File: src/rtl/spi_pkg.sv
// Shared types and width helpers for the multi-slave SPI master.
// Contents: FSM state enum, per-transfer mode struct, counter-width functions.
// No ports; imported by spi_clkgen and spi_master_multi.
package spi_pkg;

    typedef enum logic [1:0] {
        IDLE  = 2'd0,
        LEAD  = 2'd1,
        XFER  = 2'd2,
        TRAIL = 2'd3
    } state_t;

    typedef struct packed {
        logic cpol;
        logic cpha;
    } spi_mode_t;

    // Divider counter runs 0..CLKDIV-1.
    function automatic int div_cnt_w(input int clkdiv);
        return $clog2(clkdiv + 1);
    endfunction

    // Edge counter runs 0..2*DW-1.
    function automatic int bit_cnt_w(input int dw);
        return $clog2(2 * dw + 1);
    endfunction

endpackage

File: src/rtl/spi_clkgen.sv
// SCLK generator: toggles SCLK every CLKDIV cycles while enabled, idles at idle_lvl.
// Ports: clk/rst, en (XFER), idle_lvl (CPOL), sclk, lead_edge/trail_edge strobes.
// The edge strobes are high in the cycle before SCLK changes, so the FSM acts on
// the same clock edge that moves SCLK.
module spi_clkgen
    import spi_pkg::*;
#(
    parameter int CLKDIV = 2
) (
    input  logic clk,
    input  logic rst,
    input  logic en,
    input  logic idle_lvl,
    output logic sclk,
    output logic lead_edge,
    output logic trail_edge
);

    localparam int DIV_W = div_cnt_w(CLKDIV);
    localparam logic [DIV_W-1:0] DIV_LAST = DIV_W'(CLKDIV - 1);

    logic [DIV_W-1:0] div_q, div_d;
    logic             sclk_q, sclk_d;
    logic             tick;

    always_comb begin
        tick       = en && (div_q == DIV_LAST);
        div_d      = '0;
        sclk_d     = idle_lvl;
        if (en) begin
            div_d  = tick ? '0 : div_q + DIV_W'(1);
            sclk_d = tick ? ~sclk_q : sclk_q;
        end
        // SCLK at idle level means the next toggle is the leading edge.
        lead_edge  = tick && (sclk_q == idle_lvl);
        trail_edge = tick && (sclk_q != idle_lvl);
    end

    always_ff @(posedge clk) begin
        if (rst) begin
            div_q  <= '0;
            sclk_q <= 1'b0;
        end else begin
            div_q  <= div_d;
            sclk_q <= sclk_d;
        end
    end

    assign sclk = sclk_q;

endmodule

File: src/rtl/spi_master_multi.sv
// Parametrised full-duplex SPI master, MSB first, per-transfer CPOL/CPHA, NSS selects.
// Ports: Strobe_i/Busy_o/Ready_o handshake, Buf_i/Rcvd_o data, Ss_i mask, SPI pins.
// Strobes are honoured only in IDLE with a non-zero mask; there is no queueing.
module spi_master_multi
    import spi_pkg::*;
#(
    parameter int DW     = 8,
    parameter int NSS    = 2,
    parameter int CLKDIV = 2
) (
    input  logic           Clk_i,
    input  logic           Rst_i,
    input  logic [DW-1:0]  Buf_i,
    input  logic [NSS-1:0] Ss_i,
    input  logic           Cpol_i,
    input  logic           Cpha_i,
    input  logic           Strobe_i,
    output logic           Busy_o,
    output logic           Ready_o,
    output logic [DW-1:0]  Rcvd_o,
    output logic           Sclk_o,
    output logic           Mosi_o,
    input  logic           Miso_i,
    output logic [NSS-1:0] Ss_no
);

    localparam int DIV_W = div_cnt_w(CLKDIV);
    localparam int BIT_W = bit_cnt_w(DW);
    localparam logic [DIV_W-1:0] PH_LAST  = DIV_W'(CLKDIV - 1);
    localparam logic [BIT_W-1:0] BIT_LAST = BIT_W'(2 * DW - 1);

    state_t           state_q, state_d;
    spi_mode_t        mode_q, mode_d;
    logic [DW-1:0]    tx_q, tx_d;
    logic [DW-1:0]    rx_q, rx_d;
    logic [DW-1:0]    rcvd_q, rcvd_d;
    logic [NSS-1:0]   ss_n_q, ss_n_d;
    logic             mosi_q, mosi_d;
    logic             busy_q, busy_d;
    logic             ready_q, ready_d;
    logic [DIV_W-1:0] phase_q, phase_d;
    logic [BIT_W-1:0] bit_q, bit_d;
    logic             lead_edge, trail_edge;

    // Idle level follows the next-cycle mode so SCLK settles to the new CPOL
    // on the acceptance edge rather than one cycle into LEAD.
    spi_clkgen #(.CLKDIV(CLKDIV)) u_clkgen (
        .clk        (Clk_i),
        .rst        (Rst_i),
        .en         (state_q == XFER),
        .idle_lvl   (mode_d.cpol),
        .sclk       (Sclk_o),
        .lead_edge  (lead_edge),
        .trail_edge (trail_edge)
    );

    always_comb begin
        state_d = state_q;
        mode_d  = mode_q;
        tx_d    = tx_q;
        rx_d    = rx_q;
        rcvd_d  = rcvd_q;
        ss_n_d  = ss_n_q;
        mosi_d  = mosi_q;
        busy_d  = busy_q;
        ready_d = 1'b0;
        phase_d = phase_q;
        bit_d   = bit_q;

        unique case (state_q)
            IDLE: begin
                if (Strobe_i && (Ss_i != '0)) begin
                    state_d = LEAD;
                    mode_d  = '{cpol: Cpol_i, cpha: Cpha_i};
                    tx_d    = Buf_i;
                    rx_d    = '0;
                    ss_n_d  = ~Ss_i;
                    busy_d  = 1'b1;
                    phase_d = '0;
                    bit_d   = '0;
                    // CPHA=0 slaves sample on the first edge, so the MSB must
                    // already be on the wire during LEAD.
                    if (!Cpha_i) begin
                        mosi_d = Buf_i[DW-1];
                    end
                end
            end
            LEAD: begin
                if (phase_q == PH_LAST) begin
                    state_d = XFER;
                    phase_d = '0;
                end else begin
                    phase_d = phase_q + DIV_W'(1);
                end
            end
            XFER: begin
                if (lead_edge) begin
                    if (mode_q.cpha) begin
                        mosi_d = tx_q[DW-1];
                        tx_d   = tx_q << 1;
                    end else begin
                        rx_d   = {rx_q[DW-2:0], Miso_i};
                    end
                end
                if (trail_edge) begin
                    if (mode_q.cpha) begin
                        rx_d = {rx_q[DW-2:0], Miso_i};
                    end else if (bit_q != BIT_LAST) begin
                        // MSB was presented in LEAD, so each trailing edge
                        // brings out the bit after the current one.
                        mosi_d = tx_q[DW-2];
                        tx_d   = tx_q << 1;
                    end
                end
                if (lead_edge || trail_edge) begin
                    bit_d = bit_q + BIT_W'(1);
                end
                if (trail_edge && (bit_q == BIT_LAST)) begin
                    state_d = TRAIL;
                    phase_d = '0;
                end
            end
            TRAIL: begin
                if (phase_q == PH_LAST) begin
                    state_d = IDLE;
                    ss_n_d  = '1;
                    busy_d  = 1'b0;
                    ready_d = 1'b1;
                    rcvd_d  = rx_q;
                end else begin
                    phase_d = phase_q + DIV_W'(1);
                end
            end
            default: state_d = IDLE;
        endcase
    end

    always_ff @(posedge Clk_i) begin
        if (Rst_i) begin
            state_q <= IDLE;
            mode_q  <= '0;
            tx_q    <= '0;
            rx_q    <= '0;
            rcvd_q  <= '0;
            ss_n_q  <= '1;
            mosi_q  <= 1'b0;
            busy_q  <= 1'b0;
            ready_q <= 1'b0;
            phase_q <= '0;
            bit_q   <= '0;
        end else begin
            state_q <= state_d;
            mode_q  <= mode_d;
            tx_q    <= tx_d;
            rx_q    <= rx_d;
            rcvd_q  <= rcvd_d;
            ss_n_q  <= ss_n_d;
            mosi_q  <= mosi_d;
            busy_q  <= busy_d;
            ready_q <= ready_d;
            phase_q <= phase_d;
            bit_q   <= bit_d;
        end
    end

    assign Busy_o  = busy_q;
    assign Ready_o = ready_q;
    assign Rcvd_o  = rcvd_q;
    assign Mosi_o  = mosi_q;
    assign Ss_no   = ss_n_q;

endmodule
File: config.mk
export PLATFORM = sky130hd
export DESIGN_NAME = spi_master_multi
export DESIGN_NICKNAME = d
export VERILOG_FILES = /design/src/rtl/spi_pkg.sv /design/src/rtl/spi_clkgen.sv /design/src/rtl/spi_master_multi.sv
export SDC_FILE = /design/constraint.sdc
export NUM_CORES = 1
export LEC_CHECK = 0
export CORE_UTILIZATION = 55
export DETAILED_ROUTE_END_ITERATION = 7
export PLACE_DENSITY = 0.89
export SLEW_MARGIN = 25
export SYNTH_ARGS = -nofsm -noshare
export SYNTH_HDL_FRONTEND = slang
export SYNTH_SLANG_ARGS = --single-unit
File: constraint.sdc
create_clock -name Clk_i -period 3.2 [get_ports Clk_i]
set_input_delay 0.64 -clock Clk_i [delete_from_list [all_inputs] [get_ports Clk_i]]
set_output_delay 0.64 -clock Clk_i [all_outputs]
set_load 0.05 [all_outputs]
==> key figures, run 1 <==
Job
  – Maxcap violations: 0

Timing
  – Final Cycle Share: between 70% and 80%
  – PnR worst setup slack: approximately 0.69 ns
  – Final Max Tran Viols: 0
  – Clock period minus final worst setup slack: roughly 2.5 ns
  – Worst-margin pin slew: 0.717 ns
  – Endpoints failing hold: 0
  – Final TNS setup: 0 ns
  – Max Fclk: 0.398 GHz
  – Final setup viols: 0
  – Hold slack: between 0.4 and 0.5 ns
  – RSZ-0062 raised after global routing: false
  – Clk_skew: around 0.0015 ns
  – Max_slew headroom: 51.8%

Detailed routing
  – Iteration-0 DRC Markers: between 60 and 70
  – DRT Wirelength: 4280 um
  – Vias per inst: 5.77
  – DRT Pass-1 Iters: 4
  – WL per Instance: around 14 um
  – Vias: 1747
  – Final ANT Viol Nets: 0
  – DR DRC count: 0

Global routing
  – Tot GR Track Use: about a quarter
  – Initial antenna violation count: 0
  – Largest net degree at the start of global routing: 25
  – Vias in the first global route: 1663
  – First-pass GRT wire length: between 7000 and 8000 um
  – Total gr overflow: 0

CTS
  – TritonCTS Buffers: 5
  – Worst-Skew Late Latency: ~0.30 ns
  – Root Driver: clkbuf_8
  – Clock net sink count: between 40 and 50
  – Post-CTS resize count: 0
  – CTS tree: yes
  – CTS clock-pin slew for the worst setup and hold paths: approximately 0.080 ns
  – CTS Buffer Depth: 2
  – Post-CTS Setup Repair Bufs: 0
  – # hold bufs at CTS: 0
  – H-tree levels: 2

Hold path
  – HP Start: u_clkgen.div_q[0]
  – Class of the worst hold path: reg -> reg

Floorplan
  – Io pins: 30
  – Die W: around 64 um
  – Core area: approximately 0.0037 sq mm
  – Initial Util: 57.0%
  – Die area: 0.00404 sq mm
  – Std-Cell Rows: 22
  – Die span in y: between 60 and 70 um

Critical path
  – Buf/Inv on CP: 1
  – Crit path launch: Cpol_i
  – Reg2Reg Setup Slack: ~0.72 ns
  – CP max-delay cell: xnor2_1
  – Worst r2r src: state_q[0]
  – Worst Path Max Fanout: 6
  – CP peak stage delay: 0.53 ns
  – CP endpoint kind: register
  – CP Cell Sequence: clkdlybuf4s50_1, xnor2_1, mux2i_4, mux2i_1, nand3_1, o221a_2
  – Worst Path Required: roughly 3.4 ns
  – CP arrival: about 2.7 ns
  – Critical path class: in -> reg
  – Critical path launch point type: primary input
  – Cell family with most CP delay: XOR/XNOR gates

Yosys
  – EDFF count, synth: 0
  – Share of the synthesized area in the top cell type: 41.2%
  – Cell taking the most area after synthesis: dfxtp_1
  – Mapped cell area: around 0.0021 sq mm
  – Primary FF master, synth: dfxtp_1
  – Most instantiated library cell after synthesis: dfxtp_1
  – Synth Register Bits: between 40 and 50
  – Asr flop ratio synth: 0%
  – Syn Area/Cell: 9.23 sq um
  – Ys Warns: 0
  – Post-synthesis cell type count: 45
  – Area contributors post-synth: dfxtp_1 41%, ha_1 6.0%, nand2_1 5.0%, a21oi_1 4.1%, a22o_2 3.8%
  – Syn Inst Count: about 230
  – Mapped Nets: about 250
  – Synth cell count leaders: 43 x dfxtp_1, 28 x nand2_1, 18 x nor2_1, 17 x a21oi_1, 13 x nor3_1
  – Sequential area share after synthesis: ~41%

Finish
  – Fin nets: 280
  – Area Growth Syn to Fin: 19.2%
  – Layout Cells excl Fill: around 300
  – # diodes: 0
  – Ratio of cells with drive above 1 in the final layout: between 10% and 20%

Place
  – Port buffer count: 29
  – Dpl ws: ~0.41 ns
  – Dpl cells: between 200 and 300
  – HPWL Detailed: between 3000 and 4000 um
  – RD Place Congestion: 0.798

Power
  – Pwr Total: around 1700 uW
  – Cell Pwr Density: 679 mW/mm^2
  – Worst IR Drop VDD: approximately 0.48 mV
  – Leak: between 0.0009 and 0.001 uW

Status
  – Status: completed
==> placed cells by master (no fill, tap or decap), drive strengths merged, types with 3 or more instances in the layout <==
cell type	synthesis	routed
a21oi	17	17
a221oi	3	3
a22o	8	8
a22oi	4	4
a311oi	3	3
buf	3	3
clkbuf	8	6
clkdlybuf4s50	0	29
dfxtp	43	43
ha	10	10
inv	11	11
mux2i	5	5
nand2	28	28
nand2b	5	5
nand3	4	4
nor2	18	18
nor3	13	13
o21ai	8	8
o221a	7	7
xnor2	3	3
xor2	3	3
==> state kept, by name, summed over array words and instances (netlist names) <==
register,flops
Rcvd_o,8
rx_q,8
tx_q,8
bit_q,5
Ss_no,2
mode_q,2
phase_q,2
state_q,2
u_clkgen.div_q,2
Busy_o,1
Mosi_o,1
Ready_o,1
u_clkgen.sclk,1
==> area by class of cell <==
| cell class | count | area [sq um] |
|---|---|---|
| Fill cell | 295 | 1170 |
| Multi-Input combinational cell | 161 | 1130 |
| Timing Repair Buffer | 32 | 313 |
| Clock inverter | 2 | 12.5 |
| Sequential cell | 43 | 861 |
| Inverter | 11 | 41.3 |
| Clock buffer | 6 | 72.6 |
| Tap cell | 48 | 60.1 |
==> power by group <==
part	total (uW)	switching, uW	internal, uW
sequential	657	51.6	605
clock	343	191	153
combinational	690	421	269
==> worst paths after layout <==
check | end | cells after the start
max | tx_q[3] | 6
min | u_clkgen.div_q[0] | 1
max reg2reg | rx_q[7] | 7
min reg2reg | u_clkgen.div_q[0] | 1
==> per-layer routing <==
layer	part of all wire, %	global-route usage (%)	vias to the layer above
met2	48	38.6	33
met3	3.7	5.25	11
met4	3.1	15.6	0
li1	-	-	871
met1	45	27.1	832
met5	0	0	-
==> through the flow <==
| step | util, % | cell area [sq um] |
|---|---|---|
| global placement | 65.7 | 2400 |
| detailed placement | 65.7 | 2400 |
| CTS | 68.0 | 2490 |
| global route | 68.0 | 2490 |
| finish | 68.0 | 2490 |
| floorplan | - | 2090 |
==> worst register-to-register path, cell delays in order (launching register included) <==
cell and delay, ns:
dfxtp_1 0.33, inv_1 0.12, ha_1 0.42, o211ai_4 0.16, buf_4 0.23, o221a_2 0.30
nor4_2 0.61, a22o_2 0.26
==> logic make-up after synthesis <==
logic type / count (synthesis) / synth area share [%]
fa+ha+maj: 10 / 6.00
mux: 6 / 3.72
simple gates: 74 / 16.1
buf+inv: 22 / 4.68
compound gates: 65 / 25.8
flops: 43 / 41.2
xor+xnor: 6 / 2.52
No activity file was read; power rests on OpenSTA's default activity.
==> run 2, diff against run 1 <==
--- a/config.mk
+++ b/config.mk
@@ -5,9 +5,9 @@
 export SDC_FILE = /design/constraint.sdc
 export NUM_CORES = 1
 export LEC_CHECK = 0
-export CORE_UTILIZATION = 55
+export CORE_UTILIZATION = 48
 export DETAILED_ROUTE_END_ITERATION = 7
-export PLACE_DENSITY = 0.89
+export PLACE_DENSITY = 0.83
 export SLEW_MARGIN = 25
 export SYNTH_ARGS = -nofsm -noshare
 export SYNTH_HDL_FRONTEND = slang
==> constraint.sdc (replaced) <==
create_clock -name Clk_i -period 2.3 [get_ports Clk_i]
set_input_delay 0.46 -clock Clk_i [delete_from_list [all_inputs] [get_ports Clk_i]]
set_output_delay 0.46 -clock Clk_i [all_outputs]
set_load 0.05 [all_outputs]
==> key figures, run 2 (synthesis results as in run 1) <==
Detailed routing
  – Final ANT Viol Nets: 0 (unchanged)
  – DRT Wirelength: 4580 um (+7.1%)
  – Vias: 1771 (+1.4%)
  – WL per Instance: 14.4 um (+2.4%)
  – DRT Pass-1 Iters: 4 (unchanged)
  – DR DRC count: 0 (unchanged)
  – Iteration-0 DRC Markers: 142 (+130%)
  – Vias per inst: 5.59 (-3.1%)

CTS
  – # hold bufs at CTS: 0 (unchanged)
  – H-tree levels: 2 (unchanged)
  – Root Driver: clkbuf_8
  – TritonCTS Buffers: 5 (unchanged)
  – CTS clock-pin slew for the worst setup and hold paths: 0.07 ns (about the same)
  – Clock net sink count: 43 (unchanged)
  – Worst-Skew Late Latency: 0.29 ns (about the same)
  – CTS tree: yes
  – CTS Buffer Depth: 2 (unchanged)

Place
  – Placed Area: 0.00251 sq mm (+4.5%)
  – RD Place Congestion: 0.853 (+6.9%)
  – Port buffer count: 29 (unchanged)
  – HPWL Detailed: 3490 um (+13%)

Global routing
  – Largest net degree at the start of global routing: 24 (-4.0%)
  – First-pass GRT wire length: 7710 um (+5.6%)
  – Initial antenna violation count: 0 (unchanged)
  – Vias in the first global route: 1666 (+0.18%)
  – Tot GR Track Use: 22.6% (-0.88 points)
  – Total gr overflow: 0 (unchanged)

Floorplan
  – Die span in y: 67.9 um (+6.8%)
  – Std-Cell Rows: 23 (+4.5%)
  – Initial Util: 51.1% (-5.9 points)
  – Io pins: 30 (unchanged)
  – Core area: 0.00409 sq mm (+12%)
  – Die W: 67.9 um (+6.8%)
  – Die area: 0.00462 sq mm (+14%)

Finish
  – # diodes: 0 (unchanged)
  – Area Growth Syn to Fin: 24.5%
  – Most frequent cells in the layout: 43 x dfxtp_1, 29 x clkdlybuf4s50_1, 28 x nand2_1, 18 x nor2_1
  – Commonest non-fill, non-tap cell in the layout: dfxtp_1
  – FILL cells: 358 (+21%)
  – Post-route design area: 0.00260 sq mm (+4.4%)
  – Fin nets: 294 (+5.0%)
  – Ratio of cells with drive above 1 in the final layout: 17.2% (+4.3 points)

Critical path
  – CP arrival: 2.48 ns (-0.23 ns)
  – Buf/Inv on CP: 1 (unchanged)
  – Worst r2r dst: rx_q[4]
  – CP Cell Sequence: clkdlybuf4s50_1, xnor2_1, mux2i_4, xnor2_1, a311oi_4, a22o_2
  – Critical path launch point type: primary input
  – Reg2Reg Setup Slack: 0.09 ns (-0.63 ns)
  – Worst Path Max Fanout: 8 (+2)
  – Worst Path Required: 2.53 ns (-0.87 ns)
  – Worst r2r src: state_q[1]
  – CP max-delay cell: a311oi_4
  – CP peak stage delay: 0.51 ns (-0.02 ns)
  – FF-to-FF path depth: 7 (unchanged)
  – Cell family with most CP delay: compound AO/OA/AOI/OAI gates
  – CP endpoint kind: register
  – Critical path class: in -> reg
  – Most used cell, CP: xnor2_1

Timing
  – Clk_skew: 0.00704 ns (+0.00556 ns)
  – Max_slew headroom: 61.2% (+9.4 points)
  – RSZ-0062 raised after global routing: false
  – Worst-margin pin slew: 0.578 ns (-0.140 ns)
  – Final setup viols: 0 (unchanged)
  – Clock period minus final worst setup slack: 2.25 ns
  – Final TNS setup: 0 ns (unchanged)
  – Endpoints failing hold: 0 (unchanged)
  – Max Fclk: about 0.44 GHz
  – Final Max Tran Viols: 0 (unchanged)
  – Final Cycle Share: 97.8%

Hold path
  – HP Start: u_clkgen.div_q[0]
  – Worst hold path endpoint: u_clkgen.div_q[0]
  – WHS Path Cells: 1 (unchanged)
  – Class of the worst hold path: reg -> reg

Job
  – Maxcap violations: 0 (unchanged)

Power
  – Cell Pwr Density: 931 mW/mm^2 (+37%)
  – Pwr Total: 2420 uW (+43%)
  – Leak: 0.000988 uW (+7.1%)
  – Worst IR Drop VDD: 0.435 mV (-9.5%)

Status
  – Status: completed
==> run 2: worst max-delay path by stage <==
stage,start,to,slack (ns),depth (start not counted)
global route,Ss_i[0],rx_q[1],0.001,6
global placement,Ss_i[0],rx_q[7],-0.15,6
finish,Cpol_i,rx_q[4],0.05,6
floorplan,u_clkgen.sclk,tx_q[1],0.19,5
CTS,Ss_i[0],rx_q[1],0.03,6
detailed placement,Ss_i[0],rx_q[1],-0.28,6
==> run 2: final cells by class <==
class / instances / area [sq um] / area share, %
Clock buffer: 6 / 72.6 / 2.79
Inverter: 11 / 41.3 / 1.59
Sequential cell: 43 / 861 / 33.1
Tap cell: 50 / 62.6 / 2.41
Multi-Input combinational cell: 161 / 1140 / 44.0
Timing Repair Buffer: 46 / 418 / 16.1
==> run 2: where the power goes <==
| part | internal [uW] | switching, uW | total [uW] |
|---|---|---|---|
| combinational | 451 | 624 | 1070 |
| sequential | 843 | 72.5 | 915 |
| clock | 202 | 227 | 430 |
| total | 1500 | 923 | 2420 |
==> run 2: layer usage <==
layer	vias to the layer above	global-route usage, %	part of all wire (%)
met5	-	0	0
met4	0	9.64	1.7
met3	7	5.83	2.9
met2	29	36.0	50
met1	829	28.7	46
li1	906	-	-
==> run 2: repair_timing <==
item | CTS | global route
setup endpoints to repair | 0 | 12
resized for setup | 0 | 2
setup buffers | 0 | 0
==> run 2: through the flow <==
| step | hold slack, ns | instances | setup slack (ns) | utilization [%] |
|---|---|---|---|---|
| 2_1_floorplan | 0.404 | 226 | 0.193 | - |
| 3_3_place_gp | 0.416 | 311 | -0.153 | 61.5 |
| 3_5_place_dp | 0.423 | 311 | -0.276 | 61.5 |
| 4_1_cts | 0.433 | 317 | 0.0297 | 63.2 |
| 5_1_grt | 0.452 | 317 | 0.00146 | 63.6 |
| 6_report | 0.432 | 317 | 0.0510 | 63.6 |
